$ cat config.mk
export PLATFORM = sky130hd
export DESIGN_NAME = mul_01bitx08_wallace_col
export DESIGN_NICKNAME = d
export VERILOG_FILES = /design/src/rtl/mul_01bitx08_wallace_col_pkg.sv /design/src/rtl/add_01bit_full.sv /design/src/rtl/mul_01bitx08_wallace_col.sv
export SDC_FILE = /design/constraint.sdc
export NUM_CORES = 1
export LEC_CHECK = 0
export BUFFER_PORTS_ARGS = -buffer_cell sky130_fd_sc_hd__buf_2
export CAP_MARGIN = 20
export CORE_AREA = 5 5 42 44
export CTS_BUF_LIST = sky130_fd_sc_hd__clkbuf_8
export DETAILED_ROUTE_END_ITERATION = 6
export DIE_AREA = 0 0 47 49
export GPL_TIMING_DRIVEN = 0
export PLACE_DENSITY = 0.64
export SYNTH_ARGS = -nofsm -noshare
export SYNTH_HDL_FRONTEND = slang
export SYNTH_SLANG_ARGS = --single-unit
$ cat constraint.sdc
create_clock -name i_clk -period 2.95 [get_ports i_clk]
set_input_delay 0.295 -clock i_clk [delete_from_list [all_inputs] [get_ports i_clk]]
set_output_delay 0.295 -clock i_clk [all_outputs]
set_load 0.02 [all_outputs]
$ cat src/rtl/mul_01bitx08_wallace_col_pkg.sv
// Shared constants for the Wallace-tree column slice.
//   NUM_W : number of equal-weight one-bit operands entering a column
//   CRY_W : number of lateral carries passed from one column to the next
package mul_01bitx08_wallace_col_pkg;

  localparam int unsigned NUM_W = 8;
  localparam int unsigned CRY_W = 6;

endpackage

$ cat src/rtl/add_01bit_full.sv
// One-bit full adder.
//   i_a, i_b, i_cin : three equal-weight input bits
//   o_sum           : sum bit, weight 1
//   o_cry           : carry bit (majority), weight 2
module add_01bit_full (
  input  logic i_a,
  input  logic i_b,
  input  logic i_cin,
  output logic o_sum,
  output logic o_cry
);

  assign o_sum = i_a ^ i_b ^ i_cin;
  assign o_cry = (i_a & i_b) | (i_a & i_cin) | (i_b & i_cin);

endmodule

$ cat src/rtl/mul_01bitx08_wallace_col.sv
// One column slice of a Wallace-tree partial-product compressor.
// Reduces 8 operand bits plus 6 lateral carry-ins to one sum bit and one
// carry bit; the 6 lateral carry-outs feed the next column combinationally.
//   i_clk       : clock, rising edge
//   i_rst_n     : synchronous active-low reset of the output register
//   i_en        : output-register load enable
//   i_num       : operand bits of this column (equal weight)
//   i_cry_06bit : lateral carries from the lower column
//   o_cry_06bit : lateral carries to the higher column (always combinational)
//   o_res       : column sum bit, weight 1
//   o_cry       : column carry bit, weight 2
// P_REG_OUT = 1 registers o_res/o_cry (1-cycle latency); 0 makes them
// combinational and leaves clock/reset/enable unused.
module mul_01bitx08_wallace_col
  import mul_01bitx08_wallace_col_pkg::*;
#(
  parameter bit P_REG_OUT = 1'b1
) (
  input  logic             i_clk,
  input  logic             i_rst_n,
  input  logic             i_en,
  input  logic [NUM_W-1:0] i_num,
  input  logic [CRY_W-1:0] i_cry_06bit,
  output logic [CRY_W-1:0] o_cry_06bit,
  output logic             o_res,
  output logic             o_cry
);

  logic s0, s1, s2, s3, s4, s5;
  logic res_d, cry_d;

  // Level 1
  add_01bit_full u_fa0 (.i_a(i_num[7]), .i_b(i_num[6]), .i_cin(i_num[5]),
                        .o_sum(s0), .o_cry(o_cry_06bit[0]));
  add_01bit_full u_fa1 (.i_a(i_num[4]), .i_b(i_num[3]), .i_cin(i_num[2]),
                        .o_sum(s1), .o_cry(o_cry_06bit[1]));
  // Level 2
  add_01bit_full u_fa2 (.i_a(s0), .i_b(s1), .i_cin(i_num[1]),
                        .o_sum(s2), .o_cry(o_cry_06bit[2]));
  add_01bit_full u_fa3 (.i_a(i_num[0]), .i_b(i_cry_06bit[0]), .i_cin(i_cry_06bit[1]),
                        .o_sum(s3), .o_cry(o_cry_06bit[3]));
  // Level 3
  add_01bit_full u_fa4 (.i_a(s2), .i_b(s3), .i_cin(i_cry_06bit[2]),
                        .o_sum(s4), .o_cry(o_cry_06bit[4]));
  // Level 4
  add_01bit_full u_fa5 (.i_a(s4), .i_b(i_cry_06bit[3]), .i_cin(i_cry_06bit[4]),
                        .o_sum(s5), .o_cry(o_cry_06bit[5]));

  // Level 5: half adder
  assign res_d = s5 ^ i_cry_06bit[5];
  assign cry_d = s5 & i_cry_06bit[5];

  if (P_REG_OUT) begin : g_reg
    logic res_q, cry_q;

    always_ff @(posedge i_clk) begin
      if (!i_rst_n) begin
        res_q <= 1'b0;
        cry_q <= 1'b0;
      end else if (i_en) begin
        res_q <= res_d;
        cry_q <= cry_d;
      end
    end

    assign o_res = res_q;
    assign o_cry = cry_q;
  end else begin : g_comb
    assign o_res = res_d;
    assign o_cry = cry_d;
  end

endmodule

# == Word-level counts from Yosys, hierarchy flattened ==
# Index checks and enable logic that the tools add are counted.
# op_classes
n_bitwise,44
# op_table
cell,count
$and 1x1->1,19
$xor 1x1->1,13
$or 1x1->1,12
# word_totals
ff_bits,2
input_bits,17
out_inout_bits,8
elab_cells,46

# == Longest topological paths before layout ==
# logic_depth
word_depth,9
ltp_mapped,9
mapped_depth_nobuf,9

# == Cells and area by module ==
# Synthesis repeated with hierarchy kept, for this count alone.
# unflattened
hier_cells,13
hier_area_um2,205.2
# by_module_without_submodules
module,n_inst,cells_each,area_each_um2,seq_area_each_um2
add_01bit_full,6,1,20.0,0.0
mul_01bitx08_wallace_col,1,7,85.1,40.0

# == Worst setup path before layout ==
# No wires, ideal clock.
# synth_timing
path_kind,in2reg
startpoint,input i_num[5]
endpoint,register g_reg.res_q (netlist: o_res)
setup_time_ps,116
arrival_time_ps,2751
required_time_ps,2834
setup_slack_ps,83
path_stages,9
path_buffers,0
path_cell_list,fa_1 inv_1 fa_1 inv_1 fa_1 fa_1 ha_1 mux2i_1 nor2b_1
# synth_between
elab_chain_cells,8
# synth_lines
item,line,source
"start, declared",mul_01bitx08_wallace_col.sv:22,"input logic [NUM_W-1:0] i_num,"
$xor 1x1->1 (7 in series),add_01bit_full.sv:13,assign o_sum = i_a ^ i_b ^ i_cin;
$xor 1x1->1,mul_01bitx08_wallace_col.sv:50,assign res_d = s5 ^ i_cry_06bit[5];
via res_d,mul_01bitx08_wallace_col.sv:30,"logic res_d, cry_d;"
"end signal, assigned",mul_01bitx08_wallace_col.sv:61,res_q <= res_d;
"end, declared",mul_01bitx08_wallace_col.sv:54,"logic res_q, cry_q;"
# The timed path passes the listed nets, and every way through them passes these cells.
# A chain may end at the register's enable or synchronous reset.

# == Worst setup path in the final report ==
# layout_timing
startpoint,input i_num[7]
endpoint,register g_reg.res_q (netlist: o_res)
# layout_between
elab_chain_cells,9
# layout_lines
item,line
$xor 1x1->1 (8 in series),add_01bit_full.sv:13
$xor 1x1->1,mul_01bitx08_wallace_col.sv:50
via res_d,mul_01bitx08_wallace_col.sv:30
# The timed path passes the listed nets, and every way through them passes these cells.

==> impl_results.md <==
- Crit-path cells: buf_2 -> fa_1 -> inv_1 -> fa_1 -> inv_2 -> fa_1 -> fa_2 -> ha_4 -> mux2i_1 -> nor2b_1
- Reg-to-reg startpoint: o_cry$_SDFFE_PN0P_
- Most frequent cells after synthesis: inv_1 (13), buf_4 (6), fa_1 (6)
- Placer Congestion: 0.581
- Via count: 267
- DRC Markers: 0
- Placeable Area: 1400 um^2
- Critical Path RT: 3.04 ns
- Largest delay share family, worst path: adder cells
- Crit path arrival time: 2.94 ns
- Row count: 14
- Num CTS Buffers: 3
- Power, Total: 296 uW
- Critical path's most frequent cell: fa_1
- Root Buffer: clkbuf_8
- HP Start: i_rst_n
- Status: completed
- Synthesized area: 299 um^2
- CTS clk-pin slew, worst paths: 0.03 ns
- Register area: 40.0 um^2
- H-tree depth: 1
- Gr ovfl total: 0
- Commonest register cell after synthesis: dfxtp_1
- Via density: 3.61
- 1st-pass router iterations: 1
- Ys async rst share: 0%
- Final Instance Area: 494 um^2
- Area growth from synthesis to layout: 65.3%
- Hpwl dp: 603 um
- Post-synthesis register bit count: 2
- Cell variety after synth: 7
- Dominant cell type by area after synthesis: fa_1
- Chip Height: 49 um
- Tmin final: 2.85 ns
- WL per Instance: 8.78 um
- Die width: 47 um
- Iter 0 DRT Violations: 0
- Routed WL: 650 um
- Fin crit share: 96.5%
- WS Path Type: primary input to flop
- CP peak stage delay: 0.57 ns
- Highest Clock Rate: 351 MHz
- Tot GR Track Use: 7.14%
- Vias in the first global route: 322
- Syn Area/Cell: 9.34 um^2
- Nature of the critical path endpoint: flop
- Starting density of the core: 21.3%
- Routed Antenna Nets: 0
- Area of the multi-input gates: 180 um^2
- CTS sink count: 2
- Slowest stage cell, crit path: fa_2
- Max_slew headroom: 90.4%
- Max Clock Skew: 0 ns
- Area after DPL: 439 um^2
- CP bufs+invs: 3
- RSZ-0062 raised after global routing: no
- HP Class: primary input to flop
- Main area contributors after synthesis: fa_1 (40%), inv_1 (16%), buf_4 (15%), dfxtp_1 (13%), mux2i_1 (6.7%)
- Synth Warn #: 0
- Postcts setup bufs: 0
- Skew-Pair Late Insertion Delay: 0.21 ns
- CP max FO: 1
- Fill count: 168
- Worst VDD drop: 0.125 mV
- Lkg Pwr: 0.295 nW
- Die ar.: 2300 um^2
- Port buffer count: 24
- Worst Tran Pin Value: 0.140 ns
- Nets@finish: 84
- ANT cells: 0
- First-pass GRT wire length: 1.12 mm
- Bufs on Longest Clock Path: 2
- Reg2reg setup slack: 2.35 ns
- Seq/Total Area, Yosys: 13.4%
- Count of final max-slew check failures: 0
- Final Setup Violations: 0
- Proportion of netlist area held by the largest area contributor: 40.2%
- Number of enable flip-flop cells after synthesis: 0
- Pin count of the biggest net entering global routing: 3
- CP Launch Point: i_num[7]
- Fraction of layout cells with a size suffix above 1: 60.3%
- Critical Path Source Type: primary input
- Post-synthesis cell count: 32
- Initial antenna violation count: 0
- CTS tree: yes
- MaxCap Viol Count: 0
- Hold Violations, Final: 0
- P per Cell Area: 599 nW/um^2
- Syn_nets: 56
- Most common cell in the netlist: inv_1
- Boundary pin count: 25
per-stage QoR:
stage          hold WS (ns)  TNS [ns]  std cells  utilization (%)  worst slack, ns
2_1_floorplan         0.423         0         32                -           0.0826
3_3_place_gp          0.495    -0.136         72             31.3           -0.112
3_5_place_dp          0.505    -0.190         72             31.3           -0.137
4_1_cts               0.307         0         75             34.5          0.00663
5_1_grt               0.340         0         74             35.3          0.00306
6_report              0.321         0         74             35.3            0.104
layer usage:
metal,track usage (%),share of wire (%),vias up
li1,-,-,132
met1,6.44,37,113
met2,11.1,45,22
met3,2.95,18,0
met4,6.91,0,0
met5,0,0,-
logic make-up after synthesis:
family | count (synthesis) | synth area share, %
mux | 2 | 6.69
flops | 2 | 13.4
fa+ha+maj | 7 | 44.4
buf+inv | 19 | 31.4
simple gates | 2 | 4.18
state kept, by name (all words and copies together), names as in the netlist:
name and flops:
o_cry 1, o_res 1
worst reg2reg max path: cells and delay by family (launching register included):
family / cells / cell delay (ns)
AND/OR/NAND/NOR: 1 / 0.06
multiplexers: 1 / 0.14
flip-flops: 1 / 0.29
cell usage in the layout (no fill, tap or decap):
| master | instances |
|---|---|
| inv_1 | 12 |
| ha_4 | 1 |
| buf_6 | 1 |
| fa_2 | 1 |
| clkbuf_8 | 3 |
| mux2i_1 | 2 |
| inv_2 | 1 |
| nor2b_1 | 2 |
| dfxtp_1 | 2 |
| fa_1 | 5 |
| buf_4 | 5 |
| buf_2 | 23 |
layout make-up:
type	instances	share of cell area, %
buffer	5	7.59
clock buffer	3	8.35
inverter	13	9.87
multi-input combinational	11	36.5
sequential	2	8.10
tap	16	4.05
timing repair buffer	24	25.6
timing repair:
item / in CTS / in global routing
setup endpoints to repair: 1 / 2
pin swaps: 1 / 4
hold buffers: 0 / 0
resized for setup: 1 / 4
report_power, final:
group | switching, mW | internal, mW | leakage [nW]
Combinational | 0.0772 | 0.0780 | 0.257
Sequential | 0.00233 | 0.0333 | 0.0164
Clock | 0.0190 | 0.0861 | 0.0216
Total | 0.0986 | 0.197 | 0.295
worst paths after layout:
path / endpoint / cells past startpoint
setup / recovery: o_res$_SDFFE_PN0P_ / 10
hold / removal: o_cry$_SDFFE_PN0P_ / 2
setup reg to reg: o_cry$_SDFFE_PN0P_ / 2
hold reg to reg: o_res$_SDFFE_PN0P_ / 2
No activity file was read; power rests on OpenSTA's default activity.
